$ cat src/rtl/div_seq_pkg.sv
// Shared types and helpers for the divider job sequencer.
// Holds the FSM state encoding and the sizing and saturation helpers.
package div_seq_pkg;

  typedef enum logic [1:0] {
    StIdle,
    StIssue,
    StWait
  } state_e;

  // Bits needed to count 0..timeout-1.
  function automatic int unsigned timer_width(input int unsigned timeout);
    return (timeout <= 2) ? 1 : $clog2(timeout);
  endfunction

  // All-ones quotient returned for divide-by-zero.
  function automatic logic [63:0] sat_mask(input int unsigned width);
    return (64'd1 << width) - 64'd1;
  endfunction

endpackage

$ cat src/rtl/seq_fifo.sv
// Registered operand FIFO with no bypass.
// A simultaneous push and pop are both honoured; a push while full is dropped.
module seq_fifo #(
  parameter int unsigned DataWidth = 20,
  parameter int unsigned Depth     = 4
) (
  input  logic                 clk_i,
  input  logic                 rst_ni,
  input  logic                 push_i,
  input  logic [DataWidth-1:0] wdata_i,
  input  logic                 pop_i,
  output logic [DataWidth-1:0] rdata_o,
  output logic                 full_o,
  output logic                 empty_o
);

  localparam int unsigned PtrW = $clog2(Depth);

  // Extra MSB on each pointer separates full from empty.
  logic [PtrW:0]          wptr_q, rptr_q;
  logic [DataWidth-1:0]   mem_q [Depth];
  logic                   push_ok, pop_ok;

  assign empty_o = (wptr_q == rptr_q);
  assign full_o  = (wptr_q[PtrW] != rptr_q[PtrW]) &&
                   (wptr_q[PtrW-1:0] == rptr_q[PtrW-1:0]);
  assign push_ok = push_i && !full_o;
  assign pop_ok  = pop_i && !empty_o;
  assign rdata_o = mem_q[rptr_q[PtrW-1:0]];

  always_ff @(posedge clk_i or negedge rst_ni) begin
    if (!rst_ni) begin
      wptr_q <= '0;
      rptr_q <= '0;
    end else begin
      if (push_ok) wptr_q <= wptr_q + 1'b1;
      if (pop_ok)  rptr_q <= rptr_q + 1'b1;
    end
  end

  always_ff @(posedge clk_i) begin
    if (push_ok) mem_q[wptr_q[PtrW-1:0]] <= wdata_i;
  end

endmodule

$ cat src/rtl/div_job_sequencer.sv
// Feeds operand pairs to the divider one job at a time and returns quotients in order.
// Divide-by-zero is answered locally; a divider that never responds is cleared and aborted.
module div_job_sequencer
  import div_seq_pkg::*;
#(
  parameter int unsigned W          = 10,
  parameter int unsigned FIFO_DEPTH = 4,
  parameter int unsigned TIMEOUT    = 64
) (
  input  logic         clk,
  input  logic         rst_n,
  input  logic         in_valid,
  output logic         in_ready,
  input  logic [W-1:0] in_a,
  input  logic [W-1:0] in_b,
  output logic         div_start,
  output logic         div_sclr,
  output logic [W-1:0] div_a,
  output logic [W-1:0] div_b,
  input  logic         div_busy,
  input  logic         div_valid,
  input  logic [W-1:0] div_q,
  output logic         out_valid,
  input  logic         out_ready,
  output logic [W-1:0] out_q,
  output logic         out_dz,
  output logic         out_to
);

  localparam int unsigned  TW        = timer_width(TIMEOUT);
  localparam logic [TW-1:0] TimerLast = TW'(TIMEOUT - 1);
  localparam logic [W-1:0]  SatQ      = W'(sat_mask(W));

  state_e         state_q;
  logic [TW-1:0]  timer_q;
  logic           start_q, ov_q, dz_q, to_q;
  logic [W-1:0]   a_q, b_q, q_q;

  logic           fifo_full, fifo_empty, pop, timeout_hit;
  logic [2*W-1:0] fifo_rdata;
  logic [W-1:0]   head_a, head_b;

  seq_fifo #(
    .DataWidth(2 * W),
    .Depth    (FIFO_DEPTH)
  ) u_fifo (
    .clk_i  (clk),
    .rst_ni (rst_n),
    .push_i (in_valid),
    .wdata_i({in_a, in_b}),
    .pop_i  (pop),
    .rdata_o(fifo_rdata),
    .full_o (fifo_full),
    .empty_o(fifo_empty)
  );

  assign head_a = fifo_rdata[2*W-1:W];
  assign head_b = fifo_rdata[W-1:0];

  // Holding off on div_busy also covers a job left running by a reset.
  assign pop         = (state_q == StIdle) && !fifo_empty && !ov_q && !div_busy;
  assign timeout_hit = (state_q == StWait) && !div_valid && (timer_q == TimerLast);

  assign in_ready  = !fifo_full;
  assign div_sclr  = timeout_hit;
  assign div_start = start_q;
  assign div_a     = a_q;
  assign div_b     = b_q;
  assign out_valid = ov_q;
  assign out_q     = q_q;
  assign out_dz    = dz_q;
  assign out_to    = to_q;

  always_ff @(posedge clk or negedge rst_n) begin
    if (!rst_n) begin
      state_q <= StIdle;
      timer_q <= '0;
      start_q <= 1'b0;
      a_q     <= '0;
      b_q     <= '0;
      ov_q    <= 1'b0;
      q_q     <= '0;
      dz_q    <= 1'b0;
      to_q    <= 1'b0;
    end else begin
      start_q <= 1'b0;
      if (ov_q && out_ready) ov_q <= 1'b0;
      unique case (state_q)
        StIdle: begin
          if (pop) begin
            if (head_b == '0) begin
              ov_q <= 1'b1;
              q_q  <= SatQ;
              dz_q <= 1'b1;
              to_q <= 1'b0;
            end else begin
              a_q     <= head_a;
              b_q     <= head_b;
              start_q <= 1'b1;
              state_q <= StIssue;
            end
          end
        end
        StIssue: begin
          timer_q <= '0;
          state_q <= StWait;
        end
        StWait: begin
          timer_q <= timer_q + 1'b1;
          if (div_valid) begin
            ov_q    <= 1'b1;
            q_q     <= div_q;
            dz_q    <= 1'b0;
            to_q    <= 1'b0;
            state_q <= StIdle;
          end else if (timeout_hit) begin
            ov_q    <= 1'b1;
            q_q     <= '0;
            dz_q    <= 1'b0;
            to_q    <= 1'b1;
            state_q <= StIdle;
          end
        end
        default: state_q <= StIdle;
      endcase
    end
  end

endmodule

$ cat config.mk
export PLATFORM = sky130hd
export DESIGN_NAME = div_job_sequencer
export DESIGN_NICKNAME = d
export VERILOG_FILES = /design/src/rtl/div_seq_pkg.sv /design/src/rtl/seq_fifo.sv /design/src/rtl/div_job_sequencer.sv
export SDC_FILE = /design/constraint.sdc
export NUM_CORES = 1
export LEC_CHECK = 0
export ABC_AREA = 1
export ABC_CLOCK_PERIOD_IN_PS = 3200
export BUFFER_PORTS_ARGS = -buffer_cell sky130_fd_sc_hd__buf_2
export CAP_MARGIN = 40
export CORE_ASPECT_RATIO = 2
export CORE_MARGIN = 5
export CORE_UTILIZATION = 54
export CTS_CLUSTER_SIZE = 10
export DETAILED_ROUTE_END_ITERATION = 16
export MAX_ROUTING_LAYER = met4
export PLACE_DENSITY_LB_ADDON = 0.3
export SLEW_MARGIN = 20
export SYNTH_ARGS = -nofsm -noshare
export SYNTH_HDL_FRONTEND = slang
export SYNTH_HIERARCHICAL = 1
export SYNTH_SLANG_ARGS = --single-unit
export TNS_END_PERCENT = 5
$ cat constraint.sdc
create_clock -name clk -period 3.2 [get_ports clk]
set_input_delay 0.16 -clock clk [delete_from_list [all_inputs] [get_ports clk]]
set_output_delay 0.16 -clock clk [all_outputs]
set_load 0.01 [all_outputs]
==> results of run 1 <==
## state kept, by name, summed over array words and instances, names as in the netlist
name / flops
timer_q: 6
u_fifo/rptr_q: 3
out_valid: 1
div_b: 10
div_a: 10
div_start: 1
state_q: 2
out_dz: 1
u_fifo/mem_q: 80
u_fifo/wptr_q: 3
out_q: 10
out_to: 1
## where the power goes
group / total [mW] / switching [mW] / internal (mW)
clock: 1.91 / 0.689 / 1.22
sequential: 2.49 / 0.227 / 2.26
combinational: 2.14 / 1.43 / 0.712
total: 6.54 / 2.35 / 4.19
## cells in the mapped netlist, types with 3 or more instances
cell type,count
buf_2,10
ha_1,10
o22ai_1,20
o21ai_0,34
inv_1,32
a21oi_1,4
nor2_1,53
nand2_1,135
o21ai_1,16
edfxtp_1,80
buf_6,4
clkbuf_1,6
dfrtp_1,48
nand3_2,3
nor3_1,3
nand3_1,24
## metrics by stage
stage,utilization,hold WS [ns],worst slack [ns]
after floorplan,-,-0.136,1.12
after global placement,0.596,0.370,0.848
after detailed placement,0.598,0.128,0.737
after CTS,0.680,0.0377,0.722
after global routing,0.680,0.0501,0.460
final,0.680,0.0457,0.710
## kinds of logic after synthesis
logic type,count (synthesis)
adders and majority gates,10
and+or+nand+nor,226
buffers and inverters,56
DFF,128
xor gates and xnor gates,3
AOI/OAI and AO/OA,75
## final cells by class
cell class / instances / area [um^2] / share of cell area
clock buffers: 17 / 425 / 0.0641
clock inverters: 15 / 169 / 0.0254
inverters: 34 / 128 / 0.0192
multi-input cells: 314 / 1520 / 0.229
flip-flops and latches: 128 / 3600 / 0.543
well taps: 132 / 165 / 0.0249
repair buffers: 99 / 631 / 0.0950
## worst register-to-register path: cells and delay by family (launching register included)
family	cells	cell delay, ns
buf+inv	3	0.96
simple gates	6	0.67
compound gates	2	0.40
flops	1	0.39
## final timing paths
kind                                   from                to  slack, ns  cells after the start
min reg2reg                        out_q[1]          out_q[1]       0.46                      2
max reg2reg                u_fifo/rptr_q[0]          div_a[3]       0.71                     11
min                                in_valid  u_fifo/wptr_q[2]       0.05                      3
max in group asynchronous             rst_n            out_dz       2.45                      3
max                        u_fifo/rptr_q[0]          div_a[3]       0.71                     11
min in group asynchronous             rst_n          out_q[8]       0.21                      2
## layer usage
layer  routed length, um  part of all wire  vias to the layer above
met1                4410              0.39                     1840
met3                 569             0.050                       23
met5                   0                 0                        -
li1                    -                 -                     1864
met2                6050              0.54                      113
met4                 263             0.023                        0
==> flow_metrics.tcl, run 1 <==
set metrics [dict create \
    synth_cell_types 26 \
    start_kind "flop" \
    hold_violations 0 \
    postPlaceCellArea_um2 5840 \
    antenna_found_initial 0 \
    worstPathMaxFanout 41 \
    initial_core_util 0.551 \
    nNetsFinal 640 \
    fmax_ghz 0.402 \
    final_cells 739 \
    ios 72 \
    synthTopCellsByArea "edfxtp_1, dfrtp_1, nand2_1" \
    grt_pass1_vias 3894 \
    cts_resized 0 \
    cp_top_family "buffers and inverters" \
    fin_crit_ns 2.49 \
    cts_tree "yes" \
    design.core.area_um2 9760 \
    final_common_cell "nand2_1" \
    cts_buffers 17 \
    num_rows 51 \
    syn_inst 498 \
    synth_compound_area_frac 0.0748 \
    grtUsageMet3 0.0536 \
    crit_top_cell "nand2_1" \
    route.detailed.drc 0 \
    synth_area_leader_cell "edfxtp_1" \
    yosys_warnings 6 \
    post-synth-top-area-fraction 0.446 \
    met2_usage 0.354 \
    ys.flop_type "edfxtp_1" \
    post-dp-hpwl_um 7560 \
    place_congestion 0.817 \
    diodes 0 \
    cts_hold_buf 21 \
    drt-initial-drc-count 173 \
    path_buf_inv 3 \
    synth_mux_area_frac 0 \
    synth_edf_count 80 \
    ys_seq_elements 128 \
    p_per_area_nw_per_um2 984 \
    use_met1 0.221 \
    ant_nets 0 \
    cts_buffer_depth 2 \
    setup_viol 0 \
    htreeDepth 4 \
    clkTransAtPathRegs_ns 0.06 \
    vdd.ir_drop.worst_mv 0.638 \
    hold_path.class "input pin to flop" \
    setup_tns_ns 0 \
    dr.pass1.iters 4 \
    dieArea_um2 12200 \
    port_buffers 71 \
    leakage_nw 2.92 \
    cp-end-kind "flop" \
    routed_wl_um 11300 \
    slew_headroom 0.538 \
    final_cell_area_um2 6640 \
    vias_per_cell 5.20 \
    crit_type "flop to flop" \
    floorplan.die.width_um 80.6 \
    synth_top_family_by_area "simple AND/OR/NAND/NOR gates" \
    dieHeight_um 151 \
    synth_fa_ha_area_frac 0.0232 \
    dpl.cell_count 686 \
    arrival_ns 2.82 \
    synth.cell_area_um2 5380 \
    async_flop_share 0.375 \
    skew_ns 0.0254 \
    fillers 730 \
    p_total_mw 6.54 \
    synth-seq-area-share 0.669 \
    fin_crit_sh 0.778 \
    worst_pin_slew_ns 0.691 \
    slowest_delay_ns 0.51 \
    grt.total_usage 0.205 \
    via_count 3840 \
    area_growth_pct 23.4 \
    outcome "completed" \
    grt_pass1_wl_um 18300 \
    clock_sinks 128 \
    syn-num-nets 544 \
    detail_route.wl_per_cell_um 15.3 \
    path_cells "inv_2, o21ai_0, o22ai_1, inv_1, nand2_1, nor2_1, nand2_1, nand2_2, inv_2, nand2_1, nand2_1" \
    gr-total-overflow 0 \
    rsz0062_at_grt "no" \
    synth-simple-area-share 0.176 \
    crit_required_ns 3.53 \
    grt_max_degree 44 \
    cts_root_buffer "clkbuf_16" \
    post_cts_buffers 0 \
    grt_most_used_layer "met2" \
    synth_xor_xnor_area_share 0.00837 \
    maxCapViolCount 0 \
    drv_slew 0 \
    clock_latency_ns 0.42 \
    avgSynthCellArea_um2 10.8 \
    drive_gt1_frac 0.199 \
    slowest_stage "inv_2" \
    layout_common_cells "nand2_1, edfxtp_1, buf_2, nor2_1, dfrtp_1" \
]
No activity file was read; power rests on OpenSTA's default activity.
==> run 2, diff against run 1 <==
--- a/config.mk
+++ b/config.mk
@@ -6,7 +6,7 @@
 export NUM_CORES = 1
 export LEC_CHECK = 0
 export ABC_AREA = 1
-export ABC_CLOCK_PERIOD_IN_PS = 3200
+export ABC_CLOCK_PERIOD_IN_PS = 2600
 export BUFFER_PORTS_ARGS = -buffer_cell sky130_fd_sc_hd__buf_2
 export CAP_MARGIN = 40
 export CORE_ASPECT_RATIO = 2
==> constraint.sdc (replaced) <==
create_clock -name clk -period 2.6 [get_ports clk]
set_input_delay 0.13 -clock clk [delete_from_list [all_inputs] [get_ports clk]]
set_output_delay 0.13 -clock clk [all_outputs]
set_load 0.01 [all_outputs]
==> flow_metrics.tcl, run 2 (synthesis gave the netlist of run 1 again) <==
set metrics [dict create \
    ant_nets 0 \
    dr.pass1.iters 4 \
    final_cells 744 \
    largest_reg_flops 80 \
    ios 72 \
    fin_crit_sh 0.799 \
    dieHeight_um 151 \
    dpl.cell_count 692 \
    cts_root_buffer "clkbuf_16" \
    final_util 0.686 \
    dieArea_um2 12200 \
    cts_resized 0 \
    post-dp-hpwl_um 7740 \
    cts_buffers 17 \
    num_rows 51 \
    path_cells "inv_2, o21ai_0, o22ai_1, nor2_1, nand2_1, nor2_2, nand2_1, nand2_2, buf_4, nand2_1, o21ai_0" \
    layout_common_cells "nand2_1, edfxtp_1, buf_2, nor2_1, dfrtp_1" \
    worstPathMaxFanout 26 \
    route.detailed.drc 0 \
    p_per_area_nw_per_um2 1220 \
    final_common_cell "nand2_1" \
    gr-total-overflow 0 \
    detail_route.wl_per_cell_um 15.3 \
    diodes 0 \
    grt_max_degree 33 \
    antenna_found_initial 0 \
    grt.total_usage 0.208 \
    arrival_ns 2.36 \
    grt_pass1_wl_um 18500 \
    initial_core_util 0.551 \
    htreeDepth 4 \
    layout_setup_ws_ns 0.523 \
    slowest_stage "dfrtp_1" \
    drt-initial-drc-count 246 \
    p_total_mw 8.17 \
    via_count 3813 \
    nNetsFinal 646 \
    vias_per_cell 5.13 \
    design.core.area_um2 9760 \
    hold_violations 0 \
    vdd.ir_drop.worst_mv 0.869 \
    setup_tns_ns 0 \
    hold_slack_ns 0.0274 \
    clkTransAtPathRegs_ns 0.06 \
    grt_pass1_vias 3969 \
    fmax_ghz 0.481 \
    cp_top_family "buffers and inverters" \
    cts_buffer_depth 2 \
    leakage_nw 2.95 \
    routed_wl_um 11400 \
    floorplan.die.width_um 80.6 \
    dp_slack_ns 0.546 \
    maxCapViolCount 0 \
    port_buffers 71 \
    worst_pin_slew_ns 0.592 \
    start_kind "flop" \
    place_congestion 0.800 \
    postPlaceCellArea_um2 5870 \
    cts_tree "yes" \
    crit_top_cell "nand2_1" \
    crit_required_ns 2.89 \
    area_growth_pct 24.4 \
    outcome "completed" \
    setup_viol 0 \
    rsz0062_at_grt "no" \
    hold_path.class "input pin to flop" \
    crit_type "flop to flop" \
    clock_sinks 128 \
    final_cell_area_um2 6700 \
    cp-end-kind "flop" \
    slowest_delay_ns 0.40 \
    clock_latency_ns 0.41 \
    drive_gt1_frac 0.209 \
    path_buf_inv 2 \
    skew_ns 0.00839 \
    drv_slew 0 \
    fin_crit_ns 2.08 \
    slew_headroom 0.605 \
]
## run 2: cell types whose count changed in the layout (fill, tap and decap cells not counted)
cell and change:
clkinv_1 -2, bufinv_16 +1, buf_4 +7, buf_12 -1
## run 2: path summary, 6_finish.rpt
path	from	to	slack, ns	depth (start not counted)
max	u_fifo/rptr_q[0]	div_b[6]	0.52	11
min	out_ready	out_valid	0.03	4
max reg2reg	u_fifo/rptr_q[0]	div_b[6]	0.52	11
min reg2reg	out_q[7]	out_q[7]	0.46	2
max in group asynchronous	rst_n	div_a[8]	1.69	3
min in group asynchronous	rst_n	u_fifo/rptr_q[2]	0.26	2
## run 2: timing repair
| action | 4_1_cts | 5_1_grt |
|---|---|---|
| setup buffers | 0 | 0 |
| hold endpoints to repair | 103 | 0 |
| hold buffers | 21 | 0 |
## run 2: worst reg2reg max path, stage by stage (launching register included)
cell	delay, ns
dfrtp_1	0.40
inv_2	0.33
o21ai_0	0.15
o22ai_1	0.27
nor2_1	0.09
nand2_1	0.08
nor2_2	0.05
nand2_1	0.08
nand2_2	0.15
buf_4	0.23
nand2_1	0.06
o21ai_0	0.06
## run 2: layout make-up
cell class                      instances  area (um^2)
Sequential cell                       128         3600
Timing Repair Buffer                  105          663
Clock inverter                         14          191
Clock buffer                           17          425
Multi-Input combinational cell        314         1520
Tap cell                              132          165
Inverter                               34          128
Fill cell                             717         3070
## run 2: power breakdown
group	internal, mW	switching, mW
Sequential	2.78	0.282
Combinational	0.912	1.75
Clock	1.60	0.845
## run 2: per-layer routing
layer / share of wire / track usage
met3: 0.045 / 0.0381
met4: 0.018 / 0.0948
met2: 0.55 / 0.372
met1: 0.39 / 0.217
met5: 0 / -
